==> src/rtl/alt_vipswi131_common_sync_filter.sv <==
// Multi-bit synchroniser plus stability filter. data_out only takes a value after it has been sampled STABLE_CYCLES times in a row.
// The optional glitch counter is built only when ALT_VIPSWI131_SYNC_GLITCH_COUNT_EN is defined.
module alt_vipswi131_common_sync_filter #(
  parameter int               CLOCKS_ARE_SAME = 0,
  parameter int               WIDTH           = 1,
  parameter int               SYNC_STAGES     = 2,
  parameter int               STABLE_CYCLES   = 1,
  parameter logic [WIDTH-1:0] RESET_VALUE     = '0
) (
  input  logic             rst,
  input  logic             sync_clock,
  input  logic [WIDTH-1:0] data_in,
  output logic [WIDTH-1:0] data_out,
  output logic             data_changed,
  output logic             busy
`ifdef ALT_VIPSWI131_SYNC_GLITCH_COUNT_EN
  ,
  output logic [15:0]      glitch_count
`endif
);

  localparam int CW = $clog2(STABLE_CYCLES) + 1;
  localparam logic [CW-1:0] LAST_COUNT = CW'(STABLE_CYCLES - 1);

  typedef enum logic {IDLE, QUAL} state_t;

  logic [WIDTH-1:0] sync_out;

  generate
    if (CLOCKS_ARE_SAME != 0) begin : g_bypass
      assign sync_out = data_in;
    end else begin : g_sync
      (* altera_attribute = "-name SYNCHRONIZER_IDENTIFICATION FORCED_IF_ASYNCHRONOUS; -name SDC_STATEMENT {set_false_path -to [get_keepers {*g_sync.stage0*}]}" *)
      logic [WIDTH-1:0] stage0;
      (* altera_attribute = "-name SYNCHRONIZER_IDENTIFICATION FORCED_IF_ASYNCHRONOUS" *)
      logic [SYNC_STAGES-2:0][WIDTH-1:0] stages;

      // NOTE: the synchroniser array is ordinary flops, not RAM, so it is safe to reset every entry.
      always_ff @(posedge sync_clock or posedge rst) begin
        if (rst) begin
          stage0 <= RESET_VALUE;
          for (int i = 0; i < SYNC_STAGES - 1; i++) stages[i] <= RESET_VALUE;
        end else begin
          stage0    <= data_in;
          stages[0] <= stage0;
          for (int i = 1; i < SYNC_STAGES - 1; i++) stages[i] <= stages[i-1];
        end
      end

      assign sync_out = stages[SYNC_STAGES-2];
    end
  endgenerate

  state_t           state_q, state_d;
  logic [WIDTH-1:0] cand_q, cand_d;
  logic [CW-1:0]    count_q, count_d;
  logic [WIDTH-1:0] out_d;
  logic             changed_d;

  // NOTE: every sequential state update uses <= so all flops sample the pre-edge values together.
  always_ff @(posedge sync_clock or posedge rst) begin
    if (rst) begin
      state_q      <= IDLE;
      cand_q       <= RESET_VALUE;
      count_q      <= '0;
      data_out     <= RESET_VALUE;
      data_changed <= 1'b0;
    end else begin
      state_q      <= state_d;
      cand_q       <= cand_d;
      count_q      <= count_d;
      data_out     <= out_d;
      data_changed <= changed_d;
    end
  end

  // NOTE: every comb output gets a default first so no path can infer a latch.
  always_comb begin
    state_d   = state_q;
    cand_d    = cand_q;
    count_d   = count_q;
    out_d     = data_out;
    changed_d = 1'b0;
    case (state_q)
      IDLE: begin
        if (sync_out != data_out) begin
          if (STABLE_CYCLES == 1) begin
            out_d     = sync_out;
            changed_d = 1'b1;
          end else begin
            cand_d  = sync_out;
            count_d = CW'(1);
            state_d = QUAL;
          end
        end
      end
      QUAL: begin
        if (sync_out == cand_q) begin
          if (count_q == LAST_COUNT) begin
            out_d     = cand_q;
            changed_d = 1'b1;
            count_d   = '0;
            state_d   = IDLE;
          end else begin
            count_d = count_q + CW'(1);
          end
        end else if (sync_out == data_out) begin
          // Input fell back to the published value: the candidate was a glitch.
          count_d = '0;
          state_d = IDLE;
        end else begin
          cand_d  = sync_out;
          count_d = CW'(1);
        end
      end
      default: state_d = IDLE;
    endcase
  end

  always_comb begin
    busy = (state_q == QUAL);
  end

`ifdef ALT_VIPSWI131_SYNC_GLITCH_COUNT_EN
  // Any disagreement with the candidate while qualifying is either an abort or a restart.
  logic glitch_evt;
  assign glitch_evt = (state_q == QUAL) && (sync_out != cand_q);

  always_ff @(posedge sync_clock or posedge rst) begin
    if (rst) begin
      glitch_count <= '0;
    end else if (glitch_evt && (glitch_count != 16'hFFFF)) begin
      glitch_count <= glitch_count + 16'd1;
    end
  end
`endif

endmodule

==> config.mk <==
export PLATFORM = sky130hd
export DESIGN_NAME = alt_vipswi131_common_sync_filter
export DESIGN_NICKNAME = d
export VERILOG_FILES = /design/src/rtl/alt_vipswi131_common_sync_filter.sv
export SDC_FILE = /design/constraint.sdc
export NUM_CORES = 1
export LEC_CHECK = 0
export CORE_AREA = 8 8 45 47
export DETAILED_ROUTE_END_ITERATION = 7
export DIE_AREA = 0 0 53 55
export PLACE_DENSITY = 0.48
export SETUP_SLACK_MARGIN = 0.15
export SLEW_MARGIN = 20
export SYNTH_ARGS = -nofsm -noshare
export SYNTH_HDL_FRONTEND = slang
export SYNTH_SLANG_ARGS = --single-unit
==> constraint.sdc <==
create_clock -name sync_clock -period 1 [get_ports sync_clock]
set_input_delay 0.3 -clock sync_clock [delete_from_list [all_inputs] [get_ports sync_clock]]
set_output_delay 0.3 -clock sync_clock [all_outputs]
set_load 0.01 [all_outputs]
## Yosys cells after proc, flatten, opt, wreduce, memory -nomap -nowiden

Index checks and enable logic that the tools add are counted.

- Register bits: 7
- Word-level logic and storage cells: 37
- Bits in latches: 0
- Memories kept: 0
- Bits in writable memories: 0
- Memory bits (read-only): 0
- Output and inout port bits: 3
- Input bits: 3

- Multiplexer cells: 18
- Reductions and logical operators: 2
- Add/sub/neg operators: 1
- Shifts and indexed selects: 0
- Multiply operators: 0
- Bitwise logic cells: 1
- $lt $le $gt $ge: 0
- Eq/ne operators: 8
- Divide/modulo/power cells: 0

Operators by type and width:

| kind | count |
|---|---|
| 1-bit 2-to-1 mux | 15 |
| 2-bit != test, second input constant | 4 |
| 1-bit one-hot mux with 2 select lines | 3 |
| 3-bit AND reduction | 2 |
| 1-bit equality test | 2 |
| 2-bit by 1-bit != test with 1-bit output, second input constant | 1 |
| 1-bit adder, second input constant | 1 |
| 1-bit != test | 1 |
| 1-bit NOT | 1 |

## Longest topological paths before layout

Gate-level depths: netlist of the first run.

- Depth after elaboration: 4
- Gate-level depth with buffers: 4
- Gate-level depth less buffers: 3

## Worst setup path after synthesis of the first run

OpenSTA, ideal clock, no wires.

- Path type: register -> register
- From: register g_sync.stages
- To: register state_q, in the netlist busy
- Library setup time: 0.126 ns
- Data arrival time: 0.919 ns
- Setup slack: -0.045 ns
- Data required time: 0.874 ns
- Stages on the path, launching flop included: 3
- Cells stage by stage: dfrtp_1 -> and2b_4 -> o311a_1

- Word-level cells in the longest chain between the ends: 4
- Elaborated cells between the ends (all ways): 5

Ends and longest elaborated chain:

| item | RTL line | text |
|---|---|---|
| start: declaration | 36 | `logic [SYNC_STAGES-2:0][WIDTH-1:0] stages;` |
| 1-bit equality test | 107 | `end else if (sync_out == data_out) begin` |
| 1-bit 2-to-1 mux | 107 |  |
| 1-bit 2-to-1 mux (*) | 98 | `if (sync_out == cand_q) begin` |
| 1-bit one-hot mux with 2 select lines (*) | 84 | `case (state_q)` |
| named net state_d | 54 | `state_t state_q, state_d;` |
| end signal: assignment | 69 | `state_q <= state_d;` |
| end: declaration | 54 |  |

Mark *: on every way through the listed nets, which the timed path passes. The rest lies on a longest branch.
A chain may end at the register's enable or synchronous reset.

## Worst setup path in the final report of the first run

- From: register state_q, in the netlist busy
- To: output busy

RTL lines:

| item | RTL line | text |
|---|---|---|
| end: declaration | 15 | `output logic busy` |

No word-level cell between the ends.

==> results of run 1 <==
[Yosys cell counts]
cell type and count:
a21oi_1 2, a22o_1 1, and2b_4 1, buf_2 1
clkbuf_2 1, dfrtp_1 7, inv_1 3, mux2i_1 1
nand2b_1 1, nand4b_1 1, nor2_1 2, nor2b_1 2
o211ai_2 1, o21ai_0 2, o21ai_1 1, o22ai_1 1
o311a_1 1, or2b_1 1, xnor2_1 1
[report_power, final]
group	internal (mW)	switching [mW]
clock network	0.152	0.103
logic	0.0465	0.0326
registers	0.296	0.00743
total	0.494	0.143
[sequential cells by signal, indices dropped and copies added (netlist names)]
| register | flops |
|---|---|
| busy | 1 |
| cand_q | 1 |
| count_q | 1 |
| data_changed | 1 |
| data_out | 1 |
| g_sync.stage0 | 1 |
| g_sync.stages | 1 |
[routing by layer]
layer  global-route usage (%)  vias to the layer above
met5                        0                        -
met4                    3.879                        0
met3                    2.674                        0
met2                    10.55                        8
met1                    5.547                      133
li1                         -                      136
[final timing paths]
kind | startpoint | end
worst max register to register | g_sync.stages$_DFF_PP0_ | busy$_DFF_PP0_
worst min register to register | g_sync.stage0$_DFF_PP0_ | g_sync.stages$_DFF_PP0_
worst max-delay path | busy$_DFF_PP0_ | busy
min in group sync_clock | g_sync.stage0$_DFF_PP0_ | g_sync.stages$_DFF_PP0_
worst min-delay path | rst | data_out$_DFFE_PP0P_
max in group asynchronous | rst | cand_q$_DFFE_PP0P_
[stage by stage]
step                      instances  worst slack [ns]  instance area (um2)
after floorplan                  31          -0.04493                339.1
after global placement           55           -0.1559                427.9
after detailed placement         55           -0.1746                427.9
after CTS                        59          -0.07563                446.7
after global routing             60          -0.09958                490.5
final                            60          -0.07825                490.5
[final cells by class]
| cell class | count | area (um2) | area share, % |
|---|---|---|---|
| repair buffers | 11 | 101.3 | 20.66 |
| flip-flops and latches | 7 | 177.7 | 36.22 |
| multi-input cells | 19 | 153.9 | 31.38 |
| clock buffers | 4 | 26.28 | 5.357 |
| inverters | 3 | 11.26 | 2.296 |
| well taps | 16 | 20.02 | 4.082 |
[what timing repair did]
action / CTS / global route
gates resized for setup: 14 / 11
setup endpoints to repair: 8 / 8
buffers inserted: 0 / 1
hold buffers: 0 / 0
pin swaps: 3 / 4
[logic make-up (layout without fill, tap and decap cells)]
logic type,after synthesis,in the layout,share of synthesized area [%]
AOI/OAI and AO/OA,9,9,18.94
and+or+nand+nor,8,8,15.91
DFF,7,7,53.03
buffers and inverters,5,18,6.436
xor gates and xnor gates,1,1,2.652
muxes,1,1,3.030
==> summary.md, run 1 <==
| Metric | Value |
|---|---|
| Status | complete, but fails checks |
| Violated checks | setup timing |
| Fmax | 0.9274 GHz |
| Most frequent cells in the layout | 5 x dfrtp_1, 5 x buf_6, 3 x inv_1, 3 x clkbuf_4 |
| Final Util | 35.44% |
| CP startpoint kind | register |
| Cell count after synthesis | 31 |
| Setup total negative slack | -0.2712 ns |
| Largest net degree at the start of global routing | 10 |
| Max-slew violations | 0 |
| WL met2 | between 300 and 400 um |
| Clock Tree Root | clkbuf_4 |
| Reg-to-reg slack, setup | -0.06 ns |
| # diodes | 0 |
| Skew final | 0.001686 ns |
| DRC violations left | 0 |
| CP Class | register to output pin |
| Final min period | 1.078 ns |
| Crit path arrival time | 0.78 ns |
| Crit path depth | 1 |
| GPL Wtd Cong | ~0.70 |
| Synth top area share | between 50% and 60% |
| Antenna violations before repair | 0 |
| Num rows | 14 |
| Setup ws final | -0.07825 ns |
| Clk_lat worst skew | 0.25 ns |
| Syn nets | 34 |
| Final Net Count | 48 |
| Crit path cell chain | buf_2 |
| Syn avg cell area | 10.66 um2 |
| HP Class | input pin to asynchronous set/reset pin |
| Synth warnings | 0 |
| CTS Sinks | 7 |
| Num CTS Buffers | 3 |
| GRT Util Overall | 5.986% |
| Vias | 277 |
| Max-Cap Viols | 0 |
| CTS tree | built |
| Worst relative slew slack | approximately four fifths |
| Fillcell total | 146 |
| H-tree depth | 1 |
| Final setup fails | 6 |
| Worst-Margin Slew | 0.2771 ns |
| Area grow syn2layout | 48.48% |
| Sequential area share after synthesis | 53.03% |
| Yosys cell types | 19 |
| Io pins | 6 |
| Hpwl dp | 565.7 um |
| CP max stage cell | dfrtp_1 |
| Routed WL | about 760 um |
| First-pass GRT wire length | 1248 um |
| First drt pass iteration count | 4 |
| Drt wl/cell | 12.63 um |
| Die Y | between 50 and 60 um |
| Chip width | 53 um |
| Initial core utilization | 23.87% |
| Power Total | about 0.64 mW |
| Biggest cell delay along the critical path | about 0.38 ns |
| Share of layout cells above drive strength 1 | 47.73% |
| Area leader, netlist | dfrtp_1 |
| Cell area power density | 1299 nW/um2 |
| Family with the most delay on the worst path | flip-flops |
| Final cycle utilization of the critical path | 107.8% |
| Vias in the first global route | 290 |
| Clock transition at path regs | 0.05 ns |
| Largest cells by area after synthesis | dfrtp_1 53%, nor2b_1 3.8%, o211ai_2 3.8% |
| Hold_ws | 0.2852 ns |
| Max rail drop VDD | 0.5114 mV |
| WP buf/inv | 1 |
| Number of buffers on the longest clock path | 2 |
| I/O Buffers | 5 |
| Final hold violation count | 0 |
| Iter 0 DRT Violations | 4 |
| Synth Register Bits | 7 |
| RSZ-0062 raised after global routing | yes |
| Die area | slightly below 3000 um2 |
| Post-route ant nets | 0 |
| CP required | 0.70 ns |
| Gr ovfl total | 0 |
| DR top layer | met3 |
| Worst Setup End Kind | output pin |
| CP max FO | 2 |
| Mapped cell area | 330.3 um2 |
| Core Area | approximately 1400 um2 |
| WL met3 | 51 um |
| M1 wire length | 318 um |
| Pleak | ~0.22 nW |
| R2r worst-path depth | 2 |
| Drt via density | 4.617 |
No activity file was read; power rests on OpenSTA's default activity.
==> run 2, diff against run 1 <==
- GPL_ROUTABILITY_DRIVEN: not set -> 0
- REMOVE_ABC_BUFFERS: not set -> 1
==> summary.md, run 2 (synthesis results as in run 1) <==
| Metric | Value |
|---|---|
| Status | complete, but fails checks (unchanged) |
| Violated checks | setup timing (unchanged) |
| Vias | 257 (was 277) |
| GRT Util Overall | 5.385% (was 5.986%) |
| HP Class | input pin to asynchronous set/reset pin (unchanged) |
| RSZ-0062 raised after global routing | yes (unchanged) |
| H-tree depth | 1 (unchanged) |
| Io pins | 6 (unchanged) |
| Most common cell after layout, fill and taps aside | dfrtp_1 |
| CP startpoint kind | register (unchanged) |
| Max-Cap Viols | 0 (unchanged) |
| Hpwl dp | 471.7 um (was 565.7 um) |
| Worst-Margin Slew | 0.2677 ns (was 0.2771 ns) |
| Iter 0 DRT Violations | 1 (was 4) |
| Final cycle utilization of the critical path | 108.0% (was 107.8%) |
| Share of layout cells above drive strength 1 | 44.19% (was 47.73%) |
| Worst Setup End Kind | register (was output pin) |
| First-pass GRT wire length | 1062 um (was 1248 um) |
| Clk_lat worst skew | 0.26 ns (was 0.25 ns) |
| Clock transition at path regs | 0.06 ns (was 0.05 ns) |
| Worst relative slew slack | 82.14% (was 81.50%) |
| CP Class | register to register (was register to output pin) |
| Hold_ws | 0.2672 ns (was 0.2852 ns) |
| Gr ovfl total | 0 (unchanged) |
| Drt wl/cell | 10.56 um (was 12.63 um) |
| Num rows | 14 (unchanged) |
| Clock Tree Root | clkbuf_4 (unchanged) |
| Num CTS Buffers | 3 (unchanged) |
| Final Util | 34.36% (was 35.44%) |
| CP max FO | 5 (was 2) |
| RR Startpoint | g_sync.stages$_DFF_PP0_ (unchanged) |
| Crit path arrival time | 1.21 ns (was 0.78 ns) |
| Reg-to-reg slack, setup | -0.08 ns (was -0.06 ns) |
| Pleak | 0.2139 nW (was 0.2182 nW) |
| I/O Buffers | 5 (unchanged) |
| Cell area power density | 1351 nW/um2 (was 1299 nW/um2) |
| Die Y | 55 um (unchanged) |
| Max-slew violations | 0 (unchanged) |
| CTS tree | built (unchanged) |
| Largest net degree at the start of global routing | 10 (unchanged) |
| CTS Sinks | 7 (unchanged) |
| Vias in the first global route | 259 (was 290) |
| Final Net Count | 47 (was 48) |
| Final min period | 1.080 ns (was 1.078 ns) |
| Drt via density | 4.356 (was 4.617) |
| R2R Path End | busy$_DFF_PP0_ (unchanged) |
| Final setup fails | 5 (was 6) |
| Antenna violations before repair | 0 (unchanged) |
| Die area | 2915 um2 (unchanged) |
| DRC violations left | 0 (unchanged) |
| Setup ws final | -0.07952 ns (was -0.07825 ns) |
| Most frequent cells in the layout | 5 x dfrtp_1, 3 x inv_1, 3 x clkbuf_4, 3 x buf_6, 3 x buf_4 (was 5 x dfrtp_1, 5 x buf_6, 3 x inv_1, 3 x clkbuf_4) |
| Area grow syn2layout | 43.94% (was 48.48%) |
| Skew final | 0.006062 ns (was 0.001686 ns) |
| Chip width | 53 um (unchanged) |
| CTS hold repair buffers | 0 (unchanged) |
| Fmax | 0.9263 GHz (was 0.9274 GHz) |
| Final hold violation count | 0 (unchanged) |
| Routed WL | 623 um (was 758 um) |
| Max rail drop VDD | 0.6759 mV (was 0.5114 mV) |
| # diodes | 0 (unchanged) |
| Number of buffers on the longest clock path | 2 (unchanged) |
| First drt pass iteration count | 2 (was 4) |
| Dpl ws | -0.1706 ns (was -0.1746 ns) |
| Post-route ant nets | 0 (unchanged) |
| R2r worst-path depth | 2 (unchanged) |
| Initial core utilization | 23.87% (unchanged) |
| CP required | 1.13 ns (was 0.70 ns) |
| Core Area | 1384 um2 (unchanged) |
| Critical path startpoint | g_sync.stages$_DFF_PP0_ (was busy$_DFF_PP0_) |
[run 2: area by class of cell]
| class | count | area (um2) |
|---|---|---|
| clock buffer | 3 | 22.52 |
| multi-input combinational | 19 | 152.6 |
| fill | 139 | 908.4 |
| sequential | 7 | 177.7 |
| inverter | 3 | 11.26 |
| clock inverter | 1 | 5.005 |
| timing repair buffer | 10 | 86.33 |
| tap | 16 | 20.02 |
[run 2: metrics by stage]
step	total power, mW	TNS (ns)	instance area (um2)	cells
after floorplan	0.3374	-0.04496	320.3	29
after global placement	0.3760	-0.5530	420.4	54
after detailed placement	0.3778	-0.5589	420.4	54
after CTS	0.6499	-0.2913	456.7	59
after global routing	0.6852	-0.4790	475.5	59
final	0.6424	-0.2502	475.5	59
[run 2: worst max path at each step]
stage / to / cells after the start
floorplan: busy$_DFF_PP0_ / 2
global placement: data_out / 1
detailed placement: data_out / 1
CTS: data_out / 1
global route: data_out / 1
finish: busy$_DFF_PP0_ / 2
[run 2: power breakdown]
part	internal, mW	leakage (nW)	total, mW	switching, mW
clock network	0.147	0.0177	0.263	0.116
registers	0.295	0.0850	0.303	0.00763
logic	0.0464	0.111	0.0763	0.0299
[run 2: repair_timing]
action                                  in CTS  in global routing
endpoints found under the setup margin       8                  8
hold endpoints to repair                     0                  0
setup buffers                                1                  0
pin swaps                                    4                  1
resized for setup                           17                  5
[run 2: routing by layer]
metal | global-route usage [%] | part of all wire, %
met1 | 5.247 | 43
met3 | 4.813 | 9.6
met2 | 7.813 | 46
met5 | 0 | 0
met4 | 2.586 | 1.8
[run 2: worst max-delay path, stage by stage (launching register included)]
cell     delay, ns
dfrtp_2       0.44
and2b_4       0.19
o311a_1       0.32
==> run 3, diff against run 2 <==
- CORE_AREA: 8 8 45 47 -> 2 2 39 41
- DIE_AREA: 0 0 53 55 -> 0 0 41 43
==> summary.md, run 3 (synthesis results as in run 1) <==
| Metric | Value |
|---|---|
| Status | complete, but fails checks (unchanged) |
| Violated checks | setup timing (unchanged) |
| Iter 0 DRT Violations | 4 (was 1) |
| Reg-to-reg slack, setup | -0.07 ns (was -0.08 ns) |
| Pleak | 0.2138 nW (was 0.2139 nW) |
| Crit path arrival time | 1.21 ns (about the same) |
| Worst Setup End Kind | register (unchanged) |
| Biggest cell delay along the critical path | 0.45 ns (was 0.44 ns) |
| Final cycle utilization of the critical path | 107.4% (was 108.0%) |
| Skew final | 0.001888 ns (was 0.006062 ns) |
| Die Y | 43 um (was 55 um) |
| Max-Cap Viols | 0 (unchanged) |
| CTS tree | built (unchanged) |
| DRC violations left | 0 (unchanged) |
| Setup total negative slack | -0.2734 ns (was -0.2502 ns) |
| Clock Tree Root | clkbuf_4 (unchanged) |
| Die area | 1763 um2 (was 2915 um2) |
| Gr ovfl total | 0 (unchanged) |
| GRT Util Overall | 10.00% (was 5.385%) |
| Setup ws final | -0.07376 ns (was -0.07952 ns) |
| Max rail drop VDD | 0.7327 mV (was 0.6759 mV) |
| Power Total | 0.6396 mW (was 0.6424 mW) |
| Crit path cell chain | nor2b_4 > nor2_1 > o311a_1 (was and2b_4 > o311a_1) |
| Sequential group share of total power | 47.4% (was 47.2%) |
| Vias | 257 (unchanged) |
| Max-slew violations | 0 (unchanged) |
| Hpwl dp | 457 um (was 471.7 um) |
| Net Sw Frac | 24.16% (was 23.97%) |
| Comb pwr share | 11.7% (was 11.9%) |
| Hold_ws | 0.2703 ns (was 0.2672 ns) |
| CTS Sinks | 7 (unchanged) |
| Num rows | 14 (unchanged) |
| Num CTS Buffers | 3 (unchanged) |
| Clock power frac | 40.9% (was 41.0%) |
| Chip width | 41 um (was 53 um) |
| Routed WL | 623 um (unchanged) |
| Number of buffers on the longest clock path | 2 (unchanged) |
| Clk_lat worst skew | 0.26 ns (about the same) |
| HP Class | input pin to asynchronous set/reset pin (unchanged) |
| Drt wl/cell | 10.56 um (unchanged) |
| First-pass GRT wire length | 1069 um (was 1062 um) |
| Final Net Count | 47 (unchanged) |
| RSZ-0062 raised after global routing | yes (unchanged) |
| Final setup fails | 6 (was 5) |
| Antenna violations before repair | 0 (unchanged) |
| Worst relative slew slack | 81.62% (was 82.14%) |
| Most common cell after layout, fill and taps aside | dfrtp_1 (unchanged) |
| CP max stage cell | dfrtp_2 (unchanged) |
| CP Class | register to register (unchanged) |
| Io pins | 6 (unchanged) |
| Post-route ant nets | 0 (unchanged) |
| CP startpoint kind | register (unchanged) |
| P_sw | 0.1545 mW (was 0.1540 mW) |
| Cell area power density | 1367 nW/um2 (was 1351 nW/um2) |
| Final hold violation count | 0 (unchanged) |
| Largest net degree at the start of global routing | 10 (unchanged) |
| CP required | 1.13 ns (about the same) |
| Share of layout cells above drive strength 1 | 39.53% (was 44.19%) |
| Clock transition at path regs | 0.06 ns (about the same) |
| First drt pass iteration count | 2 (unchanged) |
| Fmax | 0.9313 GHz (was 0.9263 GHz) |
| Most frequent cells in the layout | 6 x dfrtp_1, 3 x inv_1, 3 x clkbuf_4, 3 x buf_2, 3 x buf_6 (was 5 x dfrtp_1, 3 x inv_1, 3 x clkbuf_4, 3 x buf_6, 3 x buf_4) |
| H-tree depth | 1 (unchanged) |
| Worst-Margin Slew | 0.2754 ns (was 0.2677 ns) |
| Vias in the first global route | 261 (was 259) |
| Core Area | 1384 um2 (unchanged) |
| RR Startpoint | g_sync.stages$_DFF_PP0_ (unchanged) |
| R2R Path End | busy$_DFF_PP0_ (unchanged) |
| Area grow syn2layout | 41.67% (was 43.94%) |
| # diodes | 0 (unchanged) |
| Final Util | 33.82% (was 34.36%) |
| R2r worst-path depth | 3 (was 2) |
| Final min period | 1.074 ns (was 1.080 ns) |
| Cell Int Power | 0.4851 mW (was 0.4884 mW) |
| Drt via density | 4.356 (unchanged) |
| Initial core utilization | 23.87% (unchanged) |
| CP max FO | 5 (unchanged) |
| I/O Buffers | 5 (unchanged) |
-- run 3: cell count changes in the layout (fill, tap and decap cells not counted) --
cell and change:
o21ai_2 -1, dfrtp_1 +1, buf_2 +1, xnor2_1 -1, o21ai_0 +1, dfrtp_2 -1
nand2b_4 -1, buf_4 -1, xnor2_2 +1, nand2b_1 +1
-- run 3: area by class of cell --
| cell class | count | area (um2) |
|---|---|---|
| tap | 16 | 20.02 |
| timing repair buffer | 10 | 83.83 |
| fill | 141 | 915.9 |
| multi-input combinational | 19 | 148.9 |
| inverter | 3 | 11.26 |
| sequential | 7 | 176.4 |
| clock inverter | 1 | 5.005 |
| clock buffer | 3 | 22.52 |
-- run 3: per-stage QoR --
stage / cell area (um2) / cells / setup slack, ns
final: 467.9 / 59 / -0.07376
after global routing: 467.9 / 59 / -0.1152
after CTS: 467.9 / 59 / -0.07824
after detailed placement: 420.4 / 54 / -0.1574
after global placement: 420.4 / 54 / -0.1536
after floorplan: 320.3 / 29 / -0.04496
-- run 3: routing by layer --
metal / GRT usage, % / routed length, um
met1: 9.836 / 243
met2: 14.06 / 323
met3: 9.424 / 55
met4: 4.000 / 0
met5: 0 / 0
-- run 3: worst max path at each step --
stage / startpoint / endpoint / slack [ns] / cells past startpoint
4_1_cts: data_out$_DFFE_PP0P_ / data_out / -0.08 / 1
5_1_grt: cand_q$_DFFE_PP0P_ / busy$_DFF_PP0_ / -0.12 / 3
6_report: g_sync.stages$_DFF_PP0_ / busy$_DFF_PP0_ / -0.07 / 3
3_5_place_dp: data_out$_DFFE_PP0P_ / data_out / -0.16 / 1
3_3_place_gp: data_out$_DFFE_PP0P_ / data_out / -0.15 / 1
2_1_floorplan: g_sync.stages$_DFF_PP0_ / busy$_DFF_PP0_ / -0.04 / 2
-- run 3: power by group through the flow --
stage          sequential (mW)  clock (mW)  combinational (mW)
2_1_floorplan            0.314           0              0.0232
3_3_place_gp             0.305           0              0.0698
3_5_place_dp             0.307           0              0.0709
4_1_cts                  0.303       0.276              0.0760
5_1_grt                  0.305       0.294              0.0818
6_report                 0.303       0.262              0.0746
-- run 3: critical path: cells and delay by family, from the launching register on --
kind	cells	cell delay (ns)
AOI/OAI and AO/OA	1	0.33
DFF	1	0.45
and+or+nand+nor	2	0.17
-- run 3: what timing repair did --
item	in CTS	in global routing
hold buffers	0	0
hold endpoints to repair	0	0
pin swaps	4	1
setup endpoints to repair	8	8
gates resized for setup	19	0
setup buffers	1	0
